[config.mk]
export PLATFORM = sky130hd
export DESIGN_NAME = fetch_unit
export DESIGN_NICKNAME = d
export VERILOG_FILES = /design/src/rtl/cpu_defs.sv /design/src/rtl/fetch_queue.sv /design/src/rtl/fetch_unit.sv
export SDC_FILE = /design/constraint.sdc
export NUM_CORES = 1
export LEC_CHECK = 0
export BUFFER_PORTS_ARGS = -buffer_cell sky130_fd_sc_hd__clkbuf_2
export CAP_MARGIN = 20
export CORE_UTILIZATION = 61
export CTS_BUF_LIST = sky130_fd_sc_hd__clkbuf_4 sky130_fd_sc_hd__clkbuf_8
export DETAILED_ROUTE_END_ITERATION = 10
export PLACE_DENSITY_LB_ADDON = 0.08
export SLEW_MARGIN = 0
export SYNTH_ARGS = -nofsm -noshare
export SYNTH_HDL_FRONTEND = slang
export SYNTH_SLANG_ARGS = --single-unit
[constraint.sdc]
create_clock -name clk -period 7.7 [get_ports clk]
set_input_delay 0.77 -clock clk [delete_from_list [all_inputs] [get_ports clk]]
set_output_delay 0.77 -clock clk [all_outputs]
set_load 0.005 [all_outputs]
[src/rtl/cpu_defs.sv]
// ---------------------------------------------------------------------------
// cpu_defs: definitions shared by the instruction-fetch slice.
//   - datapath widths (PC_W, INSTR_W) and the width of one queued entry
//   - default reset PC / start of the instruction-memory window
//   - fetch FSM state encoding (FS_RUN, FS_FAULT)
//   - addr_legal(): fetch-address legality check against the imem window
// ---------------------------------------------------------------------------
package cpu_defs;

  localparam int PC_W    = 32;
  localparam int INSTR_W = 32;
  // One prefetch entry is {pc, instr}; pc lives in the upper half.
  localparam int ENTRY_W = PC_W + INSTR_W;

  localparam logic [PC_W-1:0] BASE_ADDR_DEFAULT = 32'h0000_3000;

  typedef enum logic {
    FS_RUN   = 1'b0,  // fetching sequentially
    FS_FAULT = 1'b1   // halted on an illegal fetch address
  } fetch_state_e;

  // An address is fetchable when it is word aligned and falls inside
  // [base, base + window_bytes). The offset is computed in 33 bits so a
  // window that ends at or beyond 2^32 cannot wrap into a false "legal".
  function automatic logic addr_legal(
    input logic [PC_W-1:0] addr,
    input logic [PC_W-1:0] base,
    input logic [PC_W:0]   window_bytes
  );
    logic [PC_W:0] offset;
    offset = {1'b0, addr} - {1'b0, base};
    return (addr[1:0] == 2'b00) && (addr >= base) && (offset < window_bytes);
  endfunction

endpackage : cpu_defs

[src/rtl/fetch_queue.sv]
// ---------------------------------------------------------------------------
// fetch_queue: DEPTH-entry FIFO of {pc, instr} prefetch entries.
//
// Ports
//   clk        in   rising-edge clock
//   reset      in   asynchronous active-low reset
//   clear      in   drop every entry (wins over push and pop)
//   push       in   write push_data at the tail
//   push_data  in   {pc, instr} entry to enqueue
//   pop        in   retire the head entry
//   count      out  number of valid entries (0..DEPTH)
//   head_valid out  count != 0
//   head_data  out  {pc, instr} of the head entry, straight from storage
//
// A push into a full queue is taken only when a pop happens in the same
// cycle; the written slot is then the one being vacated by that pop, which
// is safe because the head is read from storage before the edge.
// When empty, head_data shows whatever the read slot last held.
// ---------------------------------------------------------------------------
module fetch_queue
  import cpu_defs::*;
#(
  parameter int DEPTH = 2
) (
  input  logic                     clk,
  input  logic                     reset,
  input  logic                     clear,
  input  logic                     push,
  input  logic [ENTRY_W-1:0]       push_data,
  input  logic                     pop,
  output logic [$clog2(DEPTH):0]   count,
  output logic                     head_valid,
  output logic [ENTRY_W-1:0]       head_data
);

  localparam int AW = $clog2(DEPTH);
  localparam int CW = AW + 1;

  logic [ENTRY_W-1:0] mem_q [DEPTH];
  logic [ENTRY_W-1:0] mem_d [DEPTH];
  logic [AW-1:0]      rd_ptr_q, rd_ptr_d;
  logic [AW-1:0]      wr_ptr_q, wr_ptr_d;
  logic [CW-1:0]      count_q, count_d;
  logic               pop_eff;
  logic               push_eff;

  always_comb begin
    mem_d    = mem_q;
    rd_ptr_d = rd_ptr_q;
    wr_ptr_d = wr_ptr_q;
    count_d  = count_q;
    // Guard against popping an empty queue or overfilling it; the top
    // already respects these, so they only matter for misuse.
    pop_eff  = pop && (count_q != '0);
    push_eff = push && ((count_q != CW'(DEPTH)) || pop_eff);

    if (clear) begin
      rd_ptr_d = '0;
      wr_ptr_d = '0;
      count_d  = '0;
    end else begin
      if (push_eff) begin
        mem_d[wr_ptr_q] = push_data;
        wr_ptr_d        = wr_ptr_q + AW'(1);
      end
      if (pop_eff) begin
        rd_ptr_d = rd_ptr_q + AW'(1);
      end
      count_d = count_q + CW'(push_eff) - CW'(pop_eff);
    end
  end

  always_ff @(posedge clk or negedge reset) begin
    if (!reset) begin
      mem_q    <= '{default: '0};
      rd_ptr_q <= '0;
      wr_ptr_q <= '0;
      count_q  <= '0;
    end else begin
      mem_q    <= mem_d;
      rd_ptr_q <= rd_ptr_d;
      wr_ptr_q <= wr_ptr_d;
      count_q  <= count_d;
    end
  end

  assign count      = count_q;
  assign head_valid = (count_q != '0);
  assign head_data  = mem_q[rd_ptr_q];

endmodule : fetch_queue

[src/rtl/fetch_unit.sv]
// ---------------------------------------------------------------------------
// fetch_unit: instruction-fetch initiator. Owns the PC, presents it to a
// combinational imem, captures {pc, instr} into a small prefetch queue and
// hands the queue head to decode. Accepts redirects from later stages and
// halts with a sticky fault on an illegal fetch address.
//
// Ports
//   clk            in   rising-edge clock
//   reset          in   asynchronous active-low reset
//   imem_pc        out  byte address to imem (the PC register)
//   imem_instr     in   imem read data for imem_pc, same cycle
//   if_valid       out  queue head holds an instruction
//   if_ready       in   decode takes the head this cycle
//   if_pc          out  byte PC of the head entry
//   if_instr       out  instruction word of the head entry
//   redirect_valid in   restart fetch at redirect_pc
//   redirect_pc    in   redirect target byte address
//   fetch_fault    out  halted on an illegal fetch address (registered)
//   dbg_state      out  raw fetch FSM state (FS_RUN / FS_FAULT)
//
// Decode handshake: an entry transfers on every rising edge where
// if_valid && if_ready. if_valid never depends on if_ready, if_pc/if_instr
// are stable while if_valid is high and not yet accepted, and they come
// straight from queue storage (no path from imem_instr to if_*).
//
// Redirect has priority over everything: it clears the queue, loads the PC
// and suppresses the fetch for that cycle. A head accepted in the same
// cycle still counts as delivered. Only a legal redirect target leaves
// FS_FAULT; an illegal one enters it.
// ---------------------------------------------------------------------------
module fetch_unit
  import cpu_defs::*;
#(
  parameter logic [31:0] BASE_ADDR = BASE_ADDR_DEFAULT,
  parameter int          IM_WORDS  = 4096,
  parameter int          QDEPTH    = 2
) (
  input  logic        clk,
  input  logic        reset,
  output logic [31:0] imem_pc,
  input  logic [31:0] imem_instr,
  output logic        if_valid,
  input  logic        if_ready,
  output logic [31:0] if_pc,
  output logic [31:0] if_instr,
  input  logic        redirect_valid,
  input  logic [31:0] redirect_pc,
  output logic        fetch_fault,
  output logic        dbg_state
);

  localparam int            CW           = $clog2(QDEPTH) + 1;
  localparam logic [PC_W:0] WINDOW_BYTES = (PC_W + 1)'(IM_WORDS) << 2;

  // -------------------------------------------------------------------------
  // State
  // -------------------------------------------------------------------------
  logic [PC_W-1:0] pc_q, pc_d;
  fetch_state_e    state_q, state_d;
  logic            fault_q;

  // -------------------------------------------------------------------------
  // Queue interface
  // -------------------------------------------------------------------------
  logic               q_clear;
  logic               q_push;
  logic               q_pop;
  logic [CW-1:0]      q_count;
  logic               q_head_valid;
  logic [ENTRY_W-1:0] q_head_data;
  logic [ENTRY_W-1:0] q_push_data;

  logic pc_legal;
  logic redir_legal;

  always_comb begin
    pc_legal    = addr_legal(pc_q, BASE_ADDR, WINDOW_BYTES);
    redir_legal = addr_legal(redirect_pc, BASE_ADDR, WINDOW_BYTES);

    q_pop       = q_head_valid && if_ready;
    q_clear     = redirect_valid;
    // Fetch only while running, not being redirected, from a legal PC, and
    // with a free slot (or one being freed by this cycle's pop).
    q_push      = (state_q == FS_RUN) && !redirect_valid && pc_legal &&
                  ((q_count < CW'(QDEPTH)) || q_pop);
    q_push_data = {pc_q, imem_instr};

    pc_d    = pc_q;
    state_d = state_q;

    if (redirect_valid) begin
      pc_d    = redirect_pc;
      state_d = redir_legal ? FS_RUN : FS_FAULT;
    end else begin
      if (q_push) begin
        pc_d = pc_q + 32'd4;
      end
      // Walking off the window (or landing misaligned) halts fetch; the PC
      // keeps pointing at the offending address.
      if ((state_q == FS_RUN) && !pc_legal) begin
        state_d = FS_FAULT;
      end
    end
  end

  always_ff @(posedge clk or negedge reset) begin
    if (!reset) begin
      pc_q    <= BASE_ADDR;
      state_q <= FS_RUN;
      fault_q <= 1'b0;
    end else begin
      pc_q    <= pc_d;
      state_q <= state_d;
      fault_q <= (state_d == FS_FAULT);
    end
  end

  fetch_queue #(
    .DEPTH (QDEPTH)
  ) u_queue (
    .clk        (clk),
    .reset      (reset),
    .clear      (q_clear),
    .push       (q_push),
    .push_data  (q_push_data),
    .pop        (q_pop),
    .count      (q_count),
    .head_valid (q_head_valid),
    .head_data  (q_head_data)
  );

  assign imem_pc     = pc_q;
  assign if_valid    = q_head_valid;
  assign if_pc       = q_head_data[ENTRY_W-1:INSTR_W];
  assign if_instr    = q_head_data[INSTR_W-1:0];
  assign fetch_fault = fault_q;
  assign dbg_state   = logic'(state_q);

endmodule : fetch_unit

* Word-level counts from Yosys, hierarchy flattened
Cells that the tools add are included.
Operators by class: muxes and demuxes 16, equality and inequality tests 1, $add $sub $neg 7, bitwise gates (word level) 4, reductions and logical operators 24, div/mod/pow operators 0, $lt $le $gt $ge 8, $mul 0, shift-type cells 0
Operators with widths (number):
- $mux 64 | 4
- $bwmux 128 | 1
- $lt 33x15->1 const B | 2
- $sub 32x14->33 const B | 2
- $demux 64 s1 | 1
- $ge 32x14->1 const B | 2
- $mux 32 | 2
- $add 32x3->32 const B | 1
- $logic_and 1x1->1 | 12
- $reduce_bool 2->1 | 5
- $mux 1 | 7
- $ge 2x2->1 const B | 2
- $logic_not 2->1 | 2
- $not 1->2 | 2
- $add 1x1->1 const B | 2
- $add 2x1->2 | 1
- $logic_not 1->1 | 2
- $logic_or 1x1->1 | 2
- $lt 2x1->1 const B | 1
- $lt 2x2->1 const B | 1
- $mux 2 | 1
- $ne 2x2->1 const B | 1
- $not 1->1 | 2
- $reduce_and 2->1 | 1
- $sub 2x1->2 | 1
Word-level totals: input port bits 68, latch bits 0, memory bits (read-only) 0, output and inout port bits 99, bits in registers 165, memories 0, memory bits (writable) 0

* Logic depth before layout (Yosys ltp)
word-level depth 9, gate-level depth with buffers 8, depth with buffers taken out 7

* Hierarchy
Synthesis repeated with hierarchy kept, for this count alone.
Unflattened totals: cell total of the unflattened synthesis 535, area total of the unflattened synthesis 7739.9 um^2
By module, submodules not included:
- fetch_queue | area each 5975.7 um^2, times used 1, cells an instance 364
- fetch_unit | area each 1764.2 um^2, times used 1, cells an instance 171

* Worst setup path before layout
OpenSTA, ideal clock, no wires.
path kind input to register, from in redirect_valid, to reg u_queue.mem_q[110] (netlist bit), setup slack 4.787 ns, arrival time 2.785 ns, stages 8, library setup time 0.128 ns, path buffers 3, required time 7.572 ns, cells stage by stage clkbuf_1 -> nor4_1 -> nand3_1 -> or4_1 -> buf_2 -> nor2_8 -> buf_6 -> mux2_1
On the way: word-level cells in the longest chain between the ends 6
Ends and longest elaborated chain:
- from (decl) | RTL line fetch_unit.sv:46 | input logic redirect_valid,
- $logic_not 1->1 | RTL line fetch_unit.sv:84 | q_push = (state_q == FS_RUN) && !redirect_valid && pc_legal &&
- $logic_and 1x1->1 (3 in series) | RTL line fetch_unit.sv:84
- $logic_and 1x1->1 | RTL line fetch_queue.sv:55 | push_eff = push && ((count_q != CW'(DEPTH)) || pop_eff);
- $reduce_and 2->1 (no line) (*)
- to (signal assigned) | RTL line fetch_queue.sv:80 | mem_q <= mem_d;
- to (decl) | RTL line fetch_queue.sv:39 | logic [ENTRY_W-1:0] mem_q [DEPTH];
Mark *: on every way between the ends. The rest lies on a longest branch, timed or not. A chain may end at the register's enable or synchronous reset.

* Final worst setup path
Ends and elaborated chain as after synthesis.

==> impl_results.md <==
* Status: finished clean
* HPWL Detailed at 10.17 mm
* Final Instance Area at 8867 sq um
* VDD IR max at 0.0001601 V
* Stages on the worst setup path at 7
* PortBufs at 166
* Vias after detailed routing at 4,814
* Worst Hold Class: in2async
* Max Cap Viol at 0
* Critical Path RT at 8.02 ns
* Critical path's top delay family: simple AND/OR/NAND/NOR gates
* Die Height at 113.2 um
* Antenna cells at 0
* Starting Density at 62.83%
* Crit path cell chain: clkbuf_2, nor4_1, nand3_1, or4_1, nor2_8, buf_4, mux2_1
* Worst setup EP type: flip-flop
* Top post-synthesis cells by area: dfrtp_1, mux2_2, mux2_4, and2_1, nor2b_1
* Power consumption at 1.744 mW
* Critical path peak fanout at 43
* Cells after Synth at 542
* Setup Fix Bufs, Post-CTS at 0
* Top FF cell, synth: dfrtp_1
* Resized cells post-CTS at 0
* H-tree levels at 4
* Total GRT Usage at 25.14%
* Layout area overhead at 17.49%
* Place WS at 3.293 ns
* Synth warn at 0
* Critical path arrival at 4.29 ns
* Pin count of the biggest net entering global routing at 85
* WS Path Type: in2reg
* Vias in the first global route at 5,040
* Post-synth EDFFs at 0
* Final hold vios at 0
* Crit path buf inv count at 2
* Setup crit start kind: input pin
* Slew Limit Fails at 0
* Gr ovfl total at 0
* Max Clk Rate at 0.2520 GHz
* Worst path max stage delay at 0.76 ns
* Final hold slack at 0.3555 ns
* Rows at 40
* Final setup fails at 0
* Final core occ at 73.82%
* Synth cell types at 49
* Die width at 113.2 um
* CTS tree: yes
* First DRT Iteration DRCs at 261
* Fillers at 812
* Root Driver: clkbuf_8
* Layout Skew at 0.01133 ns
* Flops & latches, synth at 165
* Fin worst setup slack at 3.732 ns
* Placer Congestion at 0.8857
* Worst r2r src: imem_pc[15]
* Global-route wire length before repair at 25.02 mm
* Ratio of cells with drive above 1 in the final layout at 53.91%
* Critical Path Slowest Stage Cell: or4_1
* Clock Path Buffers at 2
* Initial antenna violation count at 0
* Most frequent cells in the layout: clkbuf_2, dfrtp_1, mux2_2
* Sequential-to-total area share from yosys stat at 54.74%
* Most common cell after layout, fill and taps aside: clkbuf_2
* Core Area at 12,010 sq um
* Fin crit share at 51.53%
* Leakage power at 4.570 nW
* Avg Synthesized Cell Area at 13.92 sq um
* Routed Wire Length at 15.10 mm
* Setup TNS at 0 ns
* IO Count at 167
* CTS buffer count at 17
* Share of synthesized registers carrying an async set or reset at 100.0%
* Top cell type's share of synthesized area at 54.05%
* Clock slew at reported path FFs at 0.08 ns
* Final Critical Period at 3.968 ns
* Slew HR at 37.14%
* Drt pass-1 iters at 5
* Die area at 12,820 sq um
* Syn nets at 613
* Mean number of vias per cell at 5.578
* Worst Reg2Reg Path Length in Cells at 6
* Post-Place Cells at 830
* Measured slew at the worst slew-check pin at 0.9351 ns
* RSZ-0062 raised after global routing: false
* Post-detailed-route count of antenna-violating nets at 0
* Crit path launch: redirect_valid
* Placed Area at 8401 sq um
* DRC viols at 0
* Layout Nets at 774
* Hold Buf Count CTS at 0
* Clock sink total at 165
* Power Density at 196.7 nW/um^2
* Layout Cells excl Fill at 863
* Synthesized cell area at 7547 sq um
* Skew-Pair Late Insertion Delay at 0.44 ns
* Avg WL per Cell at 17.50 um
* Largest area contributor in the netlist: dfrtp_1
==> worst reg2reg max path, cell delays in order (launching register included) <==
cell,delay [ns]
dfrtp_1,0.40
nor4_1,0.47
nand3_1,0.36
or4_1,0.77
nor2_8,0.49
buf_4,0.62
mux2_1,0.42
==> layout make-up <==
| type | instances | area [sq um] | share of cell area, % |
|---|---|---|---|
| Clock inverter | 12 | 176.4 | 1.990 |
| Clock buffer | 20 | 262.8 | 2.963 |
| Timing Repair Buffer | 171 | 894.6 | 10.09 |
| Sequential cell | 165 | 4133 | 46.61 |
| Multi-Input combinational cell | 342 | 3194 | 36.02 |
| Tap cell | 147 | 183.9 | 2.074 |
| Inverter | 6 | 22.52 | 0.2540 |
==> synth_stat cells, types with 2 or more instances <==
library cell  number
nor3_1             6
xor2_1             4
mux2_4            40
a32oi_1            2
buf_6              2
and3_1             5
nand4_1            5
and2_1            21
buf_12             4
a31oi_1            3
or4_1              2
o21ai_0            7
or3_1              2
inv_1              6
buf_2              7
nor2b_1           21
nor2_1            16
a22oi_1            2
a22o_1             2
a21oi_1            4
nand2_1           15
nor4_1            10
nand3_1            7
dfrtp_1          163
nand2b_1           2
dfstp_2            2
a31o_2             4
xnor2_1            7
ha_1               3
mux2i_1            3
o211ai_1           2
mux2_2           131
and4_1             2
clkbuf_1          15
==> routing by layer <==
| metal | track usage (%) | routed length (um) |
|---|---|---|
| met5 | 0 | 0 |
| met4 | 7.105 | 103 |
| met3 | 6.213 | 790 |
| met2 | 38.81 | 7233 |
| met1 | 35.61 | 6973 |
==> registers in the layout (all words and copies together) (netlist names) <==
| signal | flops |
|---|---|
| u_queue.count | 2 |
| u_queue.mem_q | 128 |
| fetch_fault | 1 |
| u_queue.rd_ptr_q | 1 |
| imem_pc | 32 |
| u_queue.wr_ptr_q | 1 |
==> worst paths after layout <==
kind | to | slack [ns]
setup / recovery | u_queue.mem_q[110] | 3.73
hold / removal | u_queue.mem_q[9] | 0.36
setup reg to reg | u_queue.mem_q[110] | 4.06
hold reg to reg | u_queue.mem_q[48] | 0.48
max in group asynchronous | u_queue.mem_q[15] | 6.20
min in group clk | u_queue.mem_q[48] | 0.48
==> where the power goes <==
group / internal [mW] / switching [mW]
clock network: 0.369 / 0.304
registers: 0.885 / 0.0366
logic: 0.0719 / 0.0776
==> logic make-up (layout without fill, tap and decap cells) <==
family / count (synthesis) / count (layout) / synth area share (%)
compound gates: 33 / 33 / 3.316
xor+xnor: 11 / 11 / 1.276
fa+ha+maj: 3 / 3 / 0.4974
buf+inv: 35 / 209 / 2.967
flops: 165 / 165 / 54.74
mux: 175 / 175 / 28.05
simple gates: 120 / 120 / 9.151
No activity file was read; power rests on OpenSTA's default activity.
